[config.mk]
export PLATFORM = sky130hd
export DESIGN_NAME = refill_ctrl_two
export DESIGN_NICKNAME = d
export VERILOG_FILES = /design/src/rtl/refill_ctrl_two_pkg.sv /design/src/rtl/refill_ctrl_two_victim_sel.sv /design/src/rtl/refill_ctrl_two.sv
export SDC_FILE = /design/constraint.sdc
export NUM_CORES = 2
export LEC_CHECK = 0
export CAP_MARGIN = 10
export CORE_UTILIZATION = 63
export CTS_CLUSTER_SIZE = 16
export DETAILED_ROUTE_END_ITERATION = 6
export PLACE_DENSITY = 0.88
export SLEW_MARGIN = 5
export SYNTH_ARGS = -nofsm -noshare
export SYNTH_HDL_FRONTEND = slang
export SYNTH_SLANG_ARGS = --single-unit
[constraint.sdc]
create_clock -name clk -period 4.7 [get_ports clk]
set_input_delay 0.94 -clock clk [delete_from_list [all_inputs] [get_ports clk]]
set_output_delay 0.94 -clock clk [all_outputs]
set_load 0.005 [all_outputs]
[src/rtl/refill_ctrl_two_pkg.sv]
// Shared types for the 2-way refill controller: FSM states, way count, latched miss context.
// No logic; no latency; no backpressure.
package refill_ctrl_two_pkg;

    localparam int WAYS     = 2;
    localparam int IDX_BITS = 8;

    typedef enum logic [2:0] {
        ST_IDLE,
        ST_WB,
        ST_FILL_REQ,
        ST_FILL_WAIT,
        ST_INSTALL
    } refill_state_e;

    // Miss context held from accept until install.
    typedef struct packed {
        logic [IDX_BITS-1:0] index;
        logic                way;
        logic                write;
    } victim_t;

endpackage

[src/rtl/refill_ctrl_two_victim_sel.sv]
// Victim way choice for one set: first invalid way, else the LRU way; flags a dirty victim.
// Purely combinational; no backpressure.
module victim_sel_two
    import refill_ctrl_two_pkg::*;
(
    input  logic [WAYS-1:0] valid,
    input  logic [WAYS-1:0] dirty,
    input  logic            lru_way,
    output logic            way,
    output logic            needs_wb
);

    always_comb begin
        way = lru_way;
        if (!valid[0]) begin
            way = 1'b0;
        end else if (!valid[1]) begin
            way = 1'b1;
        end
        needs_wb = valid[way] & dirty[way];
    end

endmodule

[src/rtl/refill_ctrl_two.sv]
// Miss/refill controller for a 2-way cache; hit resp 1 cycle, clean miss 3, dirty miss 4 (zero-wait).
// Lookups stall (lookup_ready=0) outside IDLE and in the hit resp cycle; REFILL_PERF_CNT_EN adds hit/miss counters.
module refill_ctrl_two
    import refill_ctrl_two_pkg::*;
#(
    parameter int ENTRIES    = 256,
    parameter int INDEX_BITS = 8
) (
    input  logic                  clk,
    input  logic                  rst,
    input  logic                  lookup_valid,
    output logic                  lookup_ready,
    input  logic [INDEX_BITS-1:0] lookup_index,
    input  logic                  lookup_hit,
    input  logic                  lookup_hit_way,
    input  logic                  lookup_write,
    output logic [INDEX_BITS-1:0] lru_line_selector,
    input  logic                  lru_way,
    output logic                  lru_update,
    output logic                  lru_referenced,
    output logic                  wb_valid,
    input  logic                  wb_ready,
    output logic [INDEX_BITS-1:0] wb_index,
    output logic                  wb_way,
    output logic                  fill_valid,
    input  logic                  fill_ready,
    output logic [INDEX_BITS-1:0] fill_index,
    output logic                  fill_way,
    input  logic                  fill_done,
    output logic                  resp_valid,
    output logic                  resp_way,
    output logic                  resp_miss
`ifdef REFILL_PERF_CNT_EN
    ,
    output logic [31:0]           hit_count,
    output logic [31:0]           miss_count
`endif
);

    refill_state_e   state_q;
    victim_t         lat_q;
    logic [WAYS-1:0] valid_q [ENTRIES];
    logic [WAYS-1:0] dirty_q [ENTRIES];

    logic accept, hit_acc, miss_acc;
    logic vic_way, vic_wb;

    assign lookup_ready = (state_q == ST_IDLE) && !resp_valid;
    assign accept       = lookup_valid && lookup_ready;
    assign hit_acc      = accept && lookup_hit;
    assign miss_acc     = accept && !lookup_hit;

    victim_sel_two u_victim_sel (
        .valid    (valid_q[lookup_index]),
        .dirty    (dirty_q[lookup_index]),
        .lru_way  (lru_way),
        .way      (vic_way),
        .needs_wb (vic_wb)
    );

    // The LRU port follows the live lookup while idle, then stays on the set being refilled.
    assign lru_line_selector = (state_q == ST_IDLE) ? lookup_index : lat_q.index;
    assign lru_update        = hit_acc || (state_q == ST_INSTALL);
    assign lru_referenced    = hit_acc ? lookup_hit_way : ((state_q == ST_INSTALL) && lat_q.way);

    assign wb_valid   = (state_q == ST_WB);
    assign wb_index   = wb_valid ? lat_q.index : '0;
    assign wb_way     = wb_valid && lat_q.way;
    assign fill_valid = (state_q == ST_FILL_REQ);
    assign fill_index = fill_valid ? lat_q.index : '0;
    assign fill_way   = fill_valid && lat_q.way;

    always_ff @(posedge clk) begin
        if (rst) begin
            state_q    <= ST_IDLE;
            lat_q      <= '0;
            resp_valid <= 1'b0;
            resp_way   <= 1'b0;
            resp_miss  <= 1'b0;
            for (int i = 0; i < ENTRIES; i++) begin
                valid_q[i] <= '0;
                dirty_q[i] <= '0;
            end
        end else begin
            resp_valid <= 1'b0;
            resp_way   <= 1'b0;
            resp_miss  <= 1'b0;
            case (state_q)
                ST_IDLE: begin
                    if (hit_acc) begin
                        dirty_q[lookup_index][lookup_hit_way] <=
                            dirty_q[lookup_index][lookup_hit_way] | lookup_write;
                        resp_valid <= 1'b1;
                        resp_way   <= lookup_hit_way;
                    end else if (miss_acc) begin
                        lat_q   <= '{index: lookup_index, way: vic_way, write: lookup_write};
                        state_q <= vic_wb ? ST_WB : ST_FILL_REQ;
                    end
                end
                ST_WB: begin
                    if (wb_ready) begin
                        dirty_q[lat_q.index][lat_q.way] <= 1'b0;
                        state_q <= ST_FILL_REQ;
                    end
                end
                ST_FILL_REQ: begin
                    if (fill_ready) begin
                        state_q <= ST_FILL_WAIT;
                    end
                end
                ST_FILL_WAIT: begin
                    // Response is registered so it lines up with the INSTALL cycle.
                    if (fill_done) begin
                        state_q    <= ST_INSTALL;
                        resp_valid <= 1'b1;
                        resp_miss  <= 1'b1;
                        resp_way   <= lat_q.way;
                    end
                end
                ST_INSTALL: begin
                    valid_q[lat_q.index][lat_q.way] <= 1'b1;
                    dirty_q[lat_q.index][lat_q.way] <= lat_q.write;
                    state_q <= ST_IDLE;
                end
                default: state_q <= ST_IDLE;
            endcase
        end
    end

`ifdef REFILL_PERF_CNT_EN
    always_ff @(posedge clk) begin
        if (rst) begin
            hit_count  <= '0;
            miss_count <= '0;
        end else begin
            if (hit_acc) begin
                hit_count <= hit_count + 32'd1;
            end
            if (miss_acc) begin
                miss_count <= miss_count + 32'd1;
            end
        end
    end
`endif

endmodule

# Yosys cells after proc, flatten, opt, wreduce, memory -nomap -nowiden
# Memories as Yosys holds them, arrays and structs flattened.
# Cells that the tools add are included.
[totals]
ff_bits = 16
latchBits = 0
ram_bits = 1024
romBits = 0
input_bits = 18
output_inout_bits = 34
elab_cells = 100
memories = 2
[classes]
n_addsub = 0
n_mul = 0
n_div = 0
magnitude_cmp = 5
n_eq_ne = 9
n_shift = 0
n_mux = 52
n_bitwise = 6
reduce_logical = 19
[memory_table]
columns = ["name", "depth", "width", "read_ports", "rd_clocked_by_memory_dff", "wr", "line", "rtl"]
rows = [
  ["dirty_q", 256, 2, 1, 0, 256, "refill_ctrl_two.sv:43", "logic [WAYS-1:0] dirty_q [ENTRIES];"],
  ["valid_q", 256, 2, 1, 0, 256, "refill_ctrl_two.sv:42", "logic [WAYS-1:0] valid_q [ENTRIES];"],
]
[ops]
columns = ["operator", "count"]
rows = [
  ["$mux W8", 6],
  ["$mux W1", 26],
  ["$mux W2", 10],
  ["$mux W3", 5],
  ["$pmux W3 S4", 1],
  ["$logic_and A1 B1 Y1", 9],
  ["$reduce_or A2 Y1", 4],
  ["$eq A3 B2 Y1 const B", 2],
  ["$lt A1 B2 Y1 const B", 3],
  ["$ne A2 B2 Y1 const B", 3],
  ["$reduce_and A5 Y1", 1],
  ["$ne A2 B1 Y1 const B", 2],
  ["$pmux W1 S2", 2],
  ["$eq A3 B1 Y1 const B", 1],
  ["$eq A3 B3 Y1 const B", 1],
  ["$logic_not A3 Y1", 1],
  ["$or A1 B1 Y1", 3],
  ["$reduce_and A3 Y1", 1],
  ["$demux W1 S1", 2],
  ["$ge A1 B1 Y1 const B", 2],
  ["$logic_not A1 Y1", 2],
  ["$not A1 Y1", 2],
  ["$and A1 B1 Y1", 1],
  ["$logic_or A1 B1 Y1", 1],
]

# Longest topological paths before layout
[depth]
word_depth = 11
mapped_depth = 15
depth_no_buf = 8

# Hierarchy
# From an unflattened synthesis, not the netlist that was laid out.
[unflattened]
cells_unflattened = 4828
area_unflattened_um2 = 50604.8
[by_module_without_submodules]
columns = ["module", "n_inst", "cells_per_inst", "area_each_um2", "seq_area_each_um2"]
rows = [
  ["refill_ctrl_two", 1, 4823, 50576.0, 25944.9],
  ["victim_sel_two", 1, 5, 28.8, 0.0],
]

# Worst setup path before layout
# OpenSTA, ideal clock, no wires.
[synth_timing]
path_kind = "input to register"
start = "input port lookup_index[0]"
end = "memory dirty_q[40][1] (data pin)"
setup_time_ns = 0.270
arrival_ns = 3.475
required_time_ns = 4.430
path_slack_ns = 0.955
cell_stages = 12
path_buffers = 4
cell_sequence = "buf_6 buf_2 mux4_2 a22oi_1 o211ai_1 or4_1 o31ai_1 o21ai_2 a31oi_4 buf_6 buf_4 nor3_1"
[synth_lines]
columns = ["item", "line", "rtl"]
rows = [
  ["from (decl)", "refill_ctrl_two.sv:13", "input logic [INDEX_BITS-1:0] lookup_index,"],
  ["to (decl)", "refill_ctrl_two.sv:43", ""],
]

==> impl_metrics.tcl <==
set metrics [dict create \
    drtPass1Iterations 7 \
    post_cts_buffers 0 \
    cts_buffers 97 \
    via_per_inst 7.10 \
    pre_cts_ws_ns -0.0721 \
    violations "design-rule violations" \
    setup_slack_ns 0.508 \
    synthArstFlopShare_pct 0 \
    die_w_um 282 \
    grt_pass1_vias 38784 \
    yosys.area.top_type "edfxtp_1" \
    fin_crit_sh_pct 89.2 \
    post_cts_resized 0 \
    synth_edf_count 512 \
    dr_total_vias 39419 \
    drv_cap 0 \
    yosysMostFrequentCell "dfxtp_1" \
    cts_tree "yes" \
    die_h_um 282 \
    grt_max_degree 246 \
    fmax_mhz 239 \
    ctsHoldBuffers 0 \
    rows 102 \
    drt_iter0_drc 7108 \
    drc 2 \
    critPathArrivalTime_ns 4.59 \
    hold-worst-slack_ns 0.463 \
    rsz0062_at_grt "no" \
    ir_worst_vdd_mv 0.335 \
    clock_path_buffers 3 \
    ioPinCount 52 \
    grt_antenna_before_repair 3 \
    track_usage_pct 36.5 \
    yosys_warnings 0 \
    leakagePower_nw 17.7 \
    syn_to_final_growth_pct 8.54 \
    finalNonFillerCells 5555 \
    core_area_um2 77600 \
    end_kind "flop" \
    outcome "finished, violations left" \
    synthTopCellsByCount "dfxtp_1 (528), nor3_1 (522), edfxtp_1 (512)" \
    htree_levels 3 \
    start_kind "input pin" \
    postRouteAntennaNets 0 \
    criticalPathCategory "in2reg" \
    place_hpwl_mm 85.0 \
    final_hold_viol_count 0 \
    cellPowerDensity_nw_per_um2 362 \
    drive_above_1_share_pct 13.6 \
    overflow 0 \
    synth-main-ff-cell "dfxtp_1" \
    die_area_um2 79600 \
    worst_slew_pin_slew_ns 1.21 \
    syn-instance-count 4621 \
    dp.cells 5374 \
    clock-root-buffer "clkbuf_16" \
    total_power_mw 19.4 \
    synth_seq_cells 1040 \
    final_nets 4452 \
    finalWeightedCongestion 0.901 \
    maxSlewHeadroom_pct 19.0 \
    portBuffers 51 \
    syn-cell-area_um2 49400 \
    grt_first_pass_wirelength_mm 222 \
    syn_avg_cell_area_um2 10.7 \
    finalCriticalPeriod_ns 4.19 \
    synth_top_area_share_pct 31.1 \
    wirelength_mm 148 \
    wl_per_cell_um 26.6 \
    worstPathRequired_ns 5.09 \
    seq_area_frac_synth_pct 52.5 \
    skew_ns 0.0145 \
    clk_latency_ns 0.68 \
    syn-num-nets 4639 \
    worstPathMaxFanout 140 \
    maxSlewViolCount 0 \
    cts_sinks 1040 \
    synthTopCellsByArea "edfxtp_1 (31%), dfxtp_1 (21%), mux4_2 (9.3%)" \
    initial_core_util_pct 63.7 \
    setup_violations 0 \
    clk_pin_slew_ns 0.06 \
    hold_class "reg2reg" \
    synth.distinct_cells 66 \
]
[kinds of logic (layout without fill, tap and decap cells)]
logic type,after synthesis,count (layout),synth area share (%)
compound gates,1257,1257,17.0
buf+inv,798,691,7.07
flops,1040,1040,52.5
mux,359,359,12.5
other cells,0,1,0
simple gates,1167,1167,11.0
[critical path, stage by stage]
cell and delay [ns]:
buf_8 0.34, buf_12 0.29, mux4_2 0.53, mux2i_1 0.34
o211ai_1 0.16, or4_1 0.55, o31ai_1 0.19, o21ai_2 0.17
a31oi_4 0.29, buf_12 0.47, nor3_1 0.12
[registers in the layout (all words and copies together) (netlist names)]
signal,cells
resp_way,1
resp_miss,1
resp_valid,1
state_q,3
valid_q,512
lat_q,10
dirty_q,512
[per-stage QoR]
| step | instance area [µm²] | util (%) | TNS [ns] |
|---|---|---|---|
| 3_5_place_dp | 50500 | 65.1 | -7.87 |
| 4_1_cts | 53700 | 69.2 | 0 |
| 2_1_floorplan | 49400 | - | 0 |
| 6_report | 53700 | 69.2 | 0 |
| 3_3_place_gp | 50500 | 65.1 | -1.12 |
| 5_1_grt | 53700 | 69.2 | 0 |
[report_power, final]
part / total (mW) / internal (mW) / switching (mW)
registers: 9.72 / 9.64 / 0.0818
logic: 1.82 / 0.616 / 1.21
clock network: 7.87 / 4.32 / 3.55
total: 19.4 / 14.6 / 4.83
[layer usage]
layer	global-route usage [%]	share of wire (%)	vias up
li1	-	-	16624
met1	44.2	32	18706
met2	56.8	46	3209
met3	9.60	14	876
met4	26.5	8.0	4
met5	0	0.016	-
[path summary, 6_finish.rpt]
check | slack [ns] | start | cells past startpoint | endpoint
max | 0.51 | lookup_index[0] | 11 | dirty_q[247][1]
min | 0.46 | valid_q[230][1] | 2 | valid_q[230][1]
max reg2reg | 0.98 | dirty_q[112][0] | 9 | dirty_q[247][1]
min reg2reg | 0.46 | valid_q[230][1] | 2 | valid_q[230][1]
[final cells by class]
| type | count | area (µm²) |
|---|---|---|
| well taps | 1040 | 1300 |
| inverters | 262 | 983 |
| flip-flops and latches | 1040 | 25900 |
| clock inverters | 47 | 413 |
| diodes | 1 | 2.50 |
| fillers | 5007 | 23900 |
| multi-input cells | 2783 | 20100 |
| clock buffers | 132 | 2700 |
| repair buffers | 250 | 2240 |
[placed cells by master, fill, tap and decap left out, types with 24 or more instances in the layout]
| master | count |
|---|---|
| dfxtp_1 | 528 |
| nor3_1 | 515 |
| edfxtp_1 | 512 |
| o21bai_1 | 448 |
| nor2_1 | 344 |
| a21oi_1 | 293 |
| o22ai_1 | 275 |
| inv_1 | 261 |
| mux4_2 | 204 |
| buf_4 | 180 |
| mux2i_1 | 137 |
| nand2_1 | 101 |
| clkbuf_16 | 99 |
| a22oi_1 | 77 |
| nand3_1 | 67 |
| a21o_1 | 67 |
| clkdlybuf4s50_1 | 44 |
| and2_1 | 28 |
| nor2b_1 | 24 |
Power figures use the tool's default switching activity.
